==> src/rtl/vga_timing_gen_pkg.sv <==
// Shared mode constants, pipeline flag bundle and region decode for the
// VGA raster engine.
package vga_timing_pkg;

  // 800x600@72 Hz, 50 MHz pixel clock, positive syncs
  localparam int unsigned M800_H_ACTIVE = 800;
  localparam int unsigned M800_H_FP     = 56;
  localparam int unsigned M800_H_SYNC   = 120;
  localparam int unsigned M800_H_BP     = 64;
  localparam int unsigned M800_V_ACTIVE = 600;
  localparam int unsigned M800_V_FP     = 37;
  localparam int unsigned M800_V_SYNC   = 6;
  localparam int unsigned M800_V_BP     = 23;
  localparam bit          M800_HS_POL   = 1'b1;
  localparam bit          M800_VS_POL   = 1'b1;

  // 640x480@60 Hz, 800x525 total, negative syncs
  localparam int unsigned M640_H_ACTIVE = 640;
  localparam int unsigned M640_H_FP     = 16;
  localparam int unsigned M640_H_SYNC   = 96;
  localparam int unsigned M640_H_BP     = 48;
  localparam int unsigned M640_V_ACTIVE = 480;
  localparam int unsigned M640_V_FP     = 10;
  localparam int unsigned M640_V_SYNC   = 2;
  localparam int unsigned M640_V_BP     = 33;
  localparam bit          M640_HS_POL   = 1'b0;
  localparam bit          M640_VS_POL   = 1'b0;

  // Flags carried alongside a pixel from request to the output pins
  typedef struct packed {
    logic de;
    logic hsa;
    logic vsa;
    logic fs;
    logic ls;
  } pipe_t;

  // True when pos lies in [lo, lo+len)
  function automatic logic in_region(input int unsigned pos,
                                     input int unsigned lo,
                                     input int unsigned len);
    return (pos >= lo) && (pos < lo + len);
  endfunction

endpackage

==> src/rtl/vga_timing_gen_if.sv <==
// Pixel request/response bus between the raster engine and its pixel source.
interface vga_timing_gen_if #(
  parameter int unsigned CW = 4,
  parameter int unsigned XW = 12,
  parameter int unsigned YW = 11
);
  logic          req;
  logic [XW-1:0] req_x;
  logic [YW-1:0] req_y;
  logic [CW-1:0] pixR;
  logic [CW-1:0] pixG;
  logic [CW-1:0] pixB;
  logic          pix_valid;

  modport master (output req, req_x, req_y,
                  input  pixR, pixG, pixB, pix_valid);
  modport slave  (input  req, req_x, req_y,
                  output pixR, pixG, pixB, pix_valid);
endinterface

==> src/rtl/vga_timing_gen_axis.sv <==
// One raster axis: position counter with active/sync region decode.
module vga_axis_counter
  import vga_timing_pkg::*;
#(
  parameter int unsigned W      = 12,
  parameter int unsigned ACTIVE = 800,
  parameter int unsigned FP     = 56,
  parameter int unsigned SYNC   = 120,
  parameter int unsigned BP     = 64
) (
  input  logic         clk,
  input  logic         reset,
  input  logic         inc,
  output logic [W-1:0] count,
  output logic         wrap,
  output logic         active,
  output logic         sync
);
  localparam int unsigned TOTAL = ACTIVE + FP + SYNC + BP;

  logic [W-1:0] r_count;

  // Advance on inc, returning to 0 after the last position of the axis
  always_ff @(posedge clk or negedge reset) begin
    if (!reset)   r_count <= '0;
    else if (inc) r_count <= wrap ? '0 : r_count + 1'b1;
  end

  assign count  = r_count;
  assign wrap   = (r_count == W'(TOTAL - 1));
  assign active = in_region(32'(r_count), 32'd0, ACTIVE);
  assign sync   = in_region(32'(r_count), ACTIVE + FP, SYNC);

endmodule

==> src/rtl/vga_timing_gen.sv <==
// VGA raster engine: counters, pixel requests ahead of a fixed-latency
// source, colour/sync realignment and sticky underflow detection.
module vga_timing_gen
  import vga_timing_pkg::*;
#(
  parameter int unsigned CW       = 4,
  parameter int unsigned XW       = 12,
  parameter int unsigned YW       = 11,
  parameter int unsigned H_ACTIVE = M800_H_ACTIVE,
  parameter int unsigned H_FP     = M800_H_FP,
  parameter int unsigned H_SYNC   = M800_H_SYNC,
  parameter int unsigned H_BP     = M800_H_BP,
  parameter int unsigned V_ACTIVE = M800_V_ACTIVE,
  parameter int unsigned V_FP     = M800_V_FP,
  parameter int unsigned V_SYNC   = M800_V_SYNC,
  parameter int unsigned V_BP     = M800_V_BP,
  parameter bit          HS_POL   = M800_HS_POL,
  parameter bit          VS_POL   = M800_VS_POL,
  parameter int unsigned LAT      = 2
) (
  input  logic                 clk,
  input  logic                 reset,
  input  logic                 en,
  vga_timing_gen_if.master     pix,
  input  logic                 underflow_clr,
  output logic [CW-1:0]        VGA_R,
  output logic [CW-1:0]        VGA_G,
  output logic [CW-1:0]        VGA_B,
  output logic                 VGA_HS,
  output logic                 VGA_VS,
  output logic                 frame_start,
  output logic                 line_start,
  output logic                 underflow
);

  logic [XW-1:0] w_h;
  logic [YW-1:0] w_v;
  logic          w_h_wrap, w_v_wrap;
  logic          w_hact, w_vact, w_hsync, w_vsync;
  logic          r_origin, r_line, r_en_frame, w_en_frame, w_de;
  pipe_t         w_s0, w_d;

  logic [CW-1:0] r_r, r_g, r_b;
  logic          r_hs, r_vs, r_fs, r_ls, r_uf;

  vga_axis_counter #(
    .W(XW), .ACTIVE(H_ACTIVE), .FP(H_FP), .SYNC(H_SYNC), .BP(H_BP)
  ) u_h (
    .clk(clk), .reset(reset), .inc(1'b1),
    .count(w_h), .wrap(w_h_wrap), .active(w_hact), .sync(w_hsync)
  );

  vga_axis_counter #(
    .W(YW), .ACTIVE(V_ACTIVE), .FP(V_FP), .SYNC(V_SYNC), .BP(V_BP)
  ) u_v (
    .clk(clk), .reset(reset), .inc(w_h_wrap),
    .count(w_v), .wrap(w_v_wrap), .active(w_vact), .sync(w_vsync)
  );

  // Origin and column-0 markers are registered from the wrap flags one cycle
  // early (reset value 1) instead of comparing both counters against zero.
  always_ff @(posedge clk or negedge reset) begin
    if (!reset) begin
      r_origin <= 1'b1;
      r_line   <= 1'b1;
    end else begin
      r_origin <= w_h_wrap & w_v_wrap;
      r_line   <= w_h_wrap;
    end
  end

  // At the frame origin en passes straight through so req follows it at once
  assign w_en_frame = r_origin ? en : r_en_frame;

  // Hold the frame enable for the rest of the frame
  always_ff @(posedge clk or negedge reset) begin
    if (!reset) r_en_frame <= 1'b0;
    else        r_en_frame <= w_en_frame;
  end

  assign w_de      = w_en_frame & w_hact & w_vact;
  assign pix.req   = reset & w_de;
  assign pix.req_x = w_h;
  assign pix.req_y = w_v;

  assign w_s0 = '{de: w_de, hsa: w_hsync, vsa: w_vsync, fs: r_origin, ls: r_line};

  generate
    if (LAT == 0) begin : g_nodly
      assign w_d = w_s0;
    end else begin : g_dly
      pipe_t r_sr [LAT];

      // Delay the stage-0 flags by the pixel source latency
      always_ff @(posedge clk or negedge reset) begin
        if (!reset) begin
          for (int unsigned i = 0; i < LAT; i++) r_sr[i] <= '0;
        end else begin
          r_sr[0] <= w_s0;
          for (int unsigned i = 1; i < LAT; i++) r_sr[i] <= r_sr[i-1];
        end
      end

      assign w_d = r_sr[LAT-1];
    end
  endgenerate

  // Output register: colour gated by display enable, syncs, markers, underflow
  always_ff @(posedge clk or negedge reset) begin
    if (!reset) begin
      r_r  <= '0;
      r_g  <= '0;
      r_b  <= '0;
      r_hs <= ~HS_POL;
      r_vs <= ~VS_POL;
      r_fs <= 1'b0;
      r_ls <= 1'b0;
      r_uf <= 1'b0;
    end else begin
      if (w_d.de && pix.pix_valid) begin
        r_r <= pix.pixR;
        r_g <= pix.pixG;
        r_b <= pix.pixB;
      end else begin
        r_r <= '0;
        r_g <= '0;
        r_b <= '0;
      end
      r_hs <= w_d.hsa ? HS_POL : ~HS_POL;
      r_vs <= w_d.vsa ? VS_POL : ~VS_POL;
      r_fs <= w_d.fs;
      r_ls <= w_d.ls;
      if (w_d.de && !pix.pix_valid) r_uf <= 1'b1;
      else if (underflow_clr)       r_uf <= 1'b0;
    end
  end

  assign VGA_R       = r_r;
  assign VGA_G       = r_g;
  assign VGA_B       = r_b;
  assign VGA_HS      = r_hs;
  assign VGA_VS      = r_vs;
  assign frame_start = r_fs;
  assign line_start  = r_ls;
  assign underflow   = r_uf;

endmodule

==> src/flat_wrapper.sv <==
// flat-port wrapper written by rule: the top's interface ports become plain ports
module vga_timing_gen_flat import vga_timing_pkg::*;
#(
  parameter int unsigned CW       = 4,
  parameter int unsigned XW       = 12,
  parameter int unsigned YW       = 11,
  parameter int unsigned H_ACTIVE = M800_H_ACTIVE,
  parameter int unsigned H_FP     = M800_H_FP,
  parameter int unsigned H_SYNC   = M800_H_SYNC,
  parameter int unsigned H_BP     = M800_H_BP,
  parameter int unsigned V_ACTIVE = M800_V_ACTIVE,
  parameter int unsigned V_FP     = M800_V_FP,
  parameter int unsigned V_SYNC   = M800_V_SYNC,
  parameter int unsigned V_BP     = M800_V_BP,
  parameter bit          HS_POL   = M800_HS_POL,
  parameter bit          VS_POL   = M800_VS_POL,
  parameter int unsigned LAT      = 2
)
  (clk, reset, en, underflow_clr, VGA_R, VGA_G, VGA_B, VGA_HS, VGA_VS, frame_start, line_start, underflow, pix_req, pix_req_x, pix_req_y, pix_pixR, pix_pixG, pix_pixB, pix_pix_valid);
  vga_timing_gen_if #(.CW(CW), .XW(XW), .YW(YW)) pix_i ();
  input  logic clk;
  input  logic reset;
  input  logic en;
  input  logic underflow_clr;
  output logic [CW-1:0] VGA_R;
  output logic [CW-1:0] VGA_G;
  output logic [CW-1:0] VGA_B;
  output logic VGA_HS;
  output logic VGA_VS;
  output logic frame_start;
  output logic line_start;
  output logic underflow;
  output wire logic [$bits(pix_i.req)-1:0] pix_req;
  output wire logic [$bits(pix_i.req_x)-1:0] pix_req_x;
  output wire logic [$bits(pix_i.req_y)-1:0] pix_req_y;
  input wire logic [$bits(pix_i.pixR)-1:0] pix_pixR;
  input wire logic [$bits(pix_i.pixG)-1:0] pix_pixG;
  input wire logic [$bits(pix_i.pixB)-1:0] pix_pixB;
  input wire logic [$bits(pix_i.pix_valid)-1:0] pix_pix_valid;
  assign pix_req = pix_i.req;
  assign pix_req_x = pix_i.req_x;
  assign pix_req_y = pix_i.req_y;
  assign pix_i.pixR = pix_pixR;
  assign pix_i.pixG = pix_pixG;
  assign pix_i.pixB = pix_pixB;
  assign pix_i.pix_valid = pix_pix_valid;
  vga_timing_gen #(.CW(CW), .XW(XW), .YW(YW), .H_ACTIVE(H_ACTIVE), .H_FP(H_FP), .H_SYNC(H_SYNC), .H_BP(H_BP), .V_ACTIVE(V_ACTIVE), .V_FP(V_FP), .V_SYNC(V_SYNC), .V_BP(V_BP), .HS_POL(HS_POL), .VS_POL(VS_POL), .LAT(LAT)) u_core (.clk(clk), .reset(reset), .en(en), .pix(pix_i), .underflow_clr(underflow_clr), .VGA_R(VGA_R), .VGA_G(VGA_G), .VGA_B(VGA_B), .VGA_HS(VGA_HS), .VGA_VS(VGA_VS), .frame_start(frame_start), .line_start(line_start), .underflow(underflow));
endmodule
==> config.mk <==
export PLATFORM = sky130hd
export DESIGN_NAME = vga_timing_gen_flat
export DESIGN_NICKNAME = d
export VERILOG_FILES = /design/src/rtl/vga_timing_gen_pkg.sv /design/src/rtl/vga_timing_gen_if.sv /design/src/rtl/vga_timing_gen_axis.sv /design/src/rtl/vga_timing_gen.sv /design/src/flat_wrapper.sv
export SDC_FILE = /design/constraint.sdc
export NUM_CORES = 1
export LEC_CHECK = 0
export ABC_AREA = 0
export CORE_MARGIN = 4
export CORE_UTILIZATION = 48
export CTS_CLUSTER_DIAMETER = 200
export DETAILED_ROUTE_END_ITERATION = 8
export PLACE_DENSITY = 0.79
export SLEW_MARGIN = 20
export SYNTH_ARGS = -nofsm -noshare
export SYNTH_HDL_FRONTEND = slang
export SYNTH_SLANG_ARGS = --single-unit
export TNS_END_PERCENT = 20
==> constraint.sdc <==
create_clock -name clk -period 1.8 [get_ports clk]
set_clock_uncertainty 0.15 [all_clocks]
set_input_delay 0.27 -clock clk [delete_from_list [all_inputs] [get_ports clk]]
set_output_delay 0.27 -clock clk [all_outputs]
set_load 0.005 [all_outputs]
==> results_tabular.tex <==
\begin{tabular}{lr}
\hline
Metric & Value \\
\hline
\multicolumn{2}{l}{\textbf{Outcome}} \\
Status & finished with violations \\
Violated checks & setup timing \\
\multicolumn{2}{l}{\textbf{Global route}} \\
Maximum number of pins on one net before global-route repair & 54 \\
GRT overflow & 0 \\
Vias in the first global route & 1667 \\
Number of antenna violations at the first check in global routing & 0 \\
Total global routing track utilization & 19.1\% \\
Global-route wire length before repair & 8.09 mm \\
\multicolumn{2}{l}{\textbf{Routing}} \\
Final routed wire length divided by cell count & 17.2 um \\
Uppermost layer routed & met4 \\
Number of optimization iterations in the first detailed-route pass & 4 \\
Vias after detailed routing & 1767 \\
DRC errors left & 0 \\
Routed vias/inst & 5.47 \\
Routed wire length & 5.57 mm \\
Length of routed met3 wiring & 510 um \\
Metal2 WL & 2.68 mm \\
Detail Route Antenna Nets & 0 \\
Met1 wire length & 2.28 mm \\
Iteration-0 DRC Markers & 146 \\
\multicolumn{2}{l}{\textbf{STA}} \\
Tightest slew margin relative to the limit & 55.5\% \\
Final Cycle Share & 112\% \\
Total count of max-transition violations in the final report & 0 \\
Fmax achieved & 0.497 GHz \\
Final worst slack & -0.212 ns \\
Final setup violation count & 8 \\
Final Hold Fails & 0 \\
Sum of negative setup slack & -0.524 ns \\
RSZ-0062 raised after global routing & true \\
Minimum clock period & 2.01 ns \\
Transition at the pin with the smallest max-transition slack & 0.667 ns \\
\multicolumn{2}{l}{\textbf{Clock network}} \\
Number of levels the H-tree was split into & 2 \\
Post-CTS clock slew at the launch and capture registers of the worst setup and hold paths & 0.10 ns \\
TritonCTS clock tree & built \\
Clock buffers created by TritonCTS & 5 \\
Clock root buffer & sky130\_fd\_sc\_hd\_\_clkbuf\_8 \\
Worst-skew pair later-pin latency & 0.31 ns \\
Bufs on Longest Clock Path & 2 \\
Sinks on Clock Net & 53 \\
\multicolumn{2}{l}{\textbf{Pwr}} \\
Power density relative to cell area & 600 nW/um\^{}2 \\
Max VDD drop & 0.387 mV \\
Leakage Power & 1.65 nW \\
\multicolumn{2}{l}{\textbf{Critical path}} \\
Worst path buffer plus inverter count & 1 \\
Cells along the critical path & mux2\_4 > o2111ai\_2 > nor2\_1 > and2\_1 > buf\_2 \\
Startpoint of the worst setup timing path & u\_core.r\_origin \\
CP max FO & 2 \\
Worst setup path class & flip-flop to primary output \\
Setup slack of the most critical reg-to-reg path & -0.10 ns \\
WP data arrival & 1.59 ns \\
Peak per-stage delay on the critical path & 0.55 ns \\
Crit. End Element & primary output \\
Gate family responsible for the most delay along the worst path & flip-flops \\
R2R cell count & 6 \\
Source of the worst register-to-register timing path & u\_core.u\_h.count[11] \\
Critical path startpoint category & flip-flop \\
Cell type of the slowest stage on the worst timing path & sky130\_fd\_sc\_hd\_\_dfstp\_2 \\
Critical Path RT & 1.38 ns \\
R2r endpoint & u\_core.u\_v.count[9] \\
\multicolumn{2}{l}{\textbf{Layout}} \\
Final standard cell area without fillers & 3260 um\^{}2 \\
Final \#Nets & 290 \\
Number of inserted diodes & 0 \\
Synthesis-to-finish area growth & 50.4\% \\
Share of post-route cells with drive strength above 1 & 25.1\% \\
Fillcell total & 294 \\
\multicolumn{2}{l}{\textbf{Synthesis}} \\
Most frequent cell after synthesis & sky130\_fd\_sc\_hd\_\_dfrtp\_1 \\
FFs w/ async S/R, synth & 100\% \\
Main combinational cell family by area after synthesis & simple AND/OR/NAND/NOR gates \\
Fraction of the mapped netlist area in compound gates & 5.89\% \\
Portion of synthesized cell area occupied by the leading cell type & 58.9\% \\
Mean post-synth cell area & 12.3 um\^{}2 \\
Commonest register cell after synthesis & sky130\_fd\_sc\_hd\_\_dfrtp\_1 \\
Xor and xnor area share after synthesis & 6.00\% \\
Synth Instances & 177 \\
Sequential fraction of the synthesis area & 61.3\% \\
Cell type with the highest aggregate area in the netlist & sky130\_fd\_sc\_hd\_\_dfrtp\_1 \\
Number of different library cells in the post-synthesis netlist & 42 \\
Count of flip-flops with a built-in enable after synthesis & 0 \\
Cell Area, Synth & 2170 um\^{}2 \\
Count of synthesis-stage warnings from yosys & 0 \\
Simple logic cell fraction of the synthesized area & 20.3\% \\
Commonest cells in the netlist & sky130\_fd\_sc\_hd\_\_dfrtp\_1, sky130\_fd\_sc\_hd\_\_and3\_1, sky130\_fd\_sc\_hd\_\_nor2\_1 \\
Post-synthesis sequential element count & 53 \\
Synth top area cells & sky130\_fd\_sc\_hd\_\_dfrtp\_1, sky130\_fd\_sc\_hd\_\_and3\_1, sky130\_fd\_sc\_hd\_\_xnor2\_1 \\
Number of nets in the synthesized netlist & 197 \\
Multiplexer share of the synthesized area & 0.981\% \\
Post-Synth Adder-Cell Area & 1.73\% \\
\multicolumn{2}{l}{\textbf{Flow run}} \\
Number of violations of the max-capacitance limit & 0 \\
\multicolumn{2}{l}{\textbf{Floorplan}} \\
Core Footprint & 4350 um\^{}2 \\
Starting density of the core & 49.8\% \\
I/O pin total & 58 \\
Die Span X & 75.2 um \\
Count of standard-cell rows & 24 \\
Die Y & 75.2 um \\
Die outline area & 5660 um\^{}2 \\
\multicolumn{2}{l}{\textbf{Placed design}} \\
Cell area after placement & 2960 um\^{}2 \\
Buffers on Ports & 57 \\
Half-perimeter wire length after detailed placement & 3.43 mm \\
Placer's final routability congestion estimate & 0.871 \\
\multicolumn{2}{l}{\textbf{Min path}} \\
Worst hold stages & 0 \\
Hold path start & u\_core.g\_dly.r\_sr[0] \\
Class of the tightest hold or removal check & flip-flop to flip-flop \\
Worst-case hold path end point & u\_core.line\_start \\
\hline
\end{tabular}
==> metal layers <==
| layer | GRT usage, % | vias up |
|---|---|---|
| met1 | 25.6 | 871 |
| met3 | 5.47 | 9 |
| met4 | 4.85 | 0 |
| met2 | 30.9 | 83 |
| li1 | - | 804 |
| met5 | 0 | - |
==> worst reg2reg max path, stage by stage, from the launching register on <==
cell and delay (ns):
sky130_fd_sc_hd__dfrtp_1 0.43, sky130_fd_sc_hd__buf_6 0.15, sky130_fd_sc_hd__nor4_4 0.32, sky130_fd_sc_hd__nand4_4 0.25
sky130_fd_sc_hd__buf_4 0.22, sky130_fd_sc_hd__a21oi_1 0.13, sky130_fd_sc_hd__o22ai_1 0.12
==> placed cells by master, fill, tap and decap left out, types with 2 or more instances in the layout <==
cell type                         count
sky130_fd_sc_hd__o22ai_1              2
sky130_fd_sc_hd__a211oi_1             2
sky130_fd_sc_hd__clkdlybuf4s50_1     43
sky130_fd_sc_hd__nand2_1              8
sky130_fd_sc_hd__dlymetal6s2s_1      10
sky130_fd_sc_hd__buf_2                2
sky130_fd_sc_hd__xor2_1               3
sky130_fd_sc_hd__dfstp_2              2
sky130_fd_sc_hd__xnor2_1             10
sky130_fd_sc_hd__nand4_4              2
sky130_fd_sc_hd__inv_1                8
sky130_fd_sc_hd__buf_4               21
sky130_fd_sc_hd__nand3_1              6
sky130_fd_sc_hd__ha_1                 3
sky130_fd_sc_hd__dfrtp_1             50
sky130_fd_sc_hd__nor3_2               2
sky130_fd_sc_hd__nand3_2              2
sky130_fd_sc_hd__o21ai_0              2
sky130_fd_sc_hd__and2_1               3
sky130_fd_sc_hd__dlygate4sd2_1        2
sky130_fd_sc_hd__nand4_1              6
sky130_fd_sc_hd__clkbuf_8             5
sky130_fd_sc_hd__buf_6               13
sky130_fd_sc_hd__a21oi_1              5
sky130_fd_sc_hd__o21ai_1              2
sky130_fd_sc_hd__nor3_1               2
sky130_fd_sc_hd__and3_1              16
sky130_fd_sc_hd__nor2_1              11
==> repair_timing <==
action,in CTS,in global routing
endpoints found under the hold margin,51,0
gates resized for setup,14,32
hold buffers,1,0
gates cloned,0,1
setup endpoints to repair,5,23
buffers inserted,0,7
pin swaps,3,8
==> layout make-up <==
class	count	area, um^2	share of cell area [%]
Inverter	9	41.3	1.27
Timing Repair Buffer	92	897	27.5
Timing Repair inverter	1	6.26	0.192
Multi-Input combinational cell	108	827	25.4
Sequential cell	53	1330	40.8
Clock buffer	5	68.8	2.11
Clock inverter	3	25.0	0.767
Tap cell	52	65.1	2.00
==> state kept, by name, summed over array words and instances (netlist names) <==
| signal | cells |
|---|---|
| u_core.line_start | 1 |
| u_core.VGA_VS | 1 |
| u_core.r_line | 1 |
| u_core.u_h.count | 12 |
| u_core.frame_start | 1 |
| u_core.VGA_HS | 1 |
| u_core.r_origin | 1 |
| u_core.r_en_frame | 1 |
| u_core.u_v.count | 11 |
| u_core.underflow | 1 |
| u_core.g_dly.r_sr | 10 |
| u_core.VGA_G | 4 |
| u_core.VGA_R | 4 |
| u_core.VGA_B | 4 |
==> per-stage QoR <==
step	utilization, %	hold slack, ns	std cells	power (mW)	setup WS [ns]
global route	74.9	0.211	323	2.02	-0.299
global placement	67.9	0.182	306	1.27	-0.367
detailed placement	67.9	0.186	306	1.27	-0.387
CTS	70.9	0.209	315	1.97	-0.233
finish	74.9	0.205	323	1.96	-0.212
floorplan	-	-0.176	177	1.22	0.0919
==> cells by family after synthesis <==
| family | Yosys count |
|---|---|
| multiplexers | 2 |
| flip-flops | 53 |
| AO/OA/AOI/OAI | 20 |
| buffers and inverters | 16 |
| XOR/XNOR | 14 |
| AND/OR/NAND/NOR | 69 |
| adder cells (fa/ha/maj) | 3 |
==> report_power, final <==
group,switching [mW],internal (mW),total [mW]
combinational,0.0300,0.0318,0.0618
sequential,0.0000000000000000373,1.19,1.19
clock,0.422,0.282,0.704
total,0.452,1.50,1.96
==> how the worst max path moves through the flow <==
| stage | endpoint | slack [ns] | depth (start not counted) |
|---|---|---|---|
| global route | pix_req | -0.30 | 5 |
| floorplan | u_core.u_v.count[10] | 0.09 | 7 |
| detailed placement | pix_req | -0.39 | 6 |
| global placement | pix_req | -0.37 | 6 |
| CTS | pix_req | -0.23 | 5 |
| finish | pix_req | -0.21 | 5 |
No activity file was read; power rests on OpenSTA's default activity.
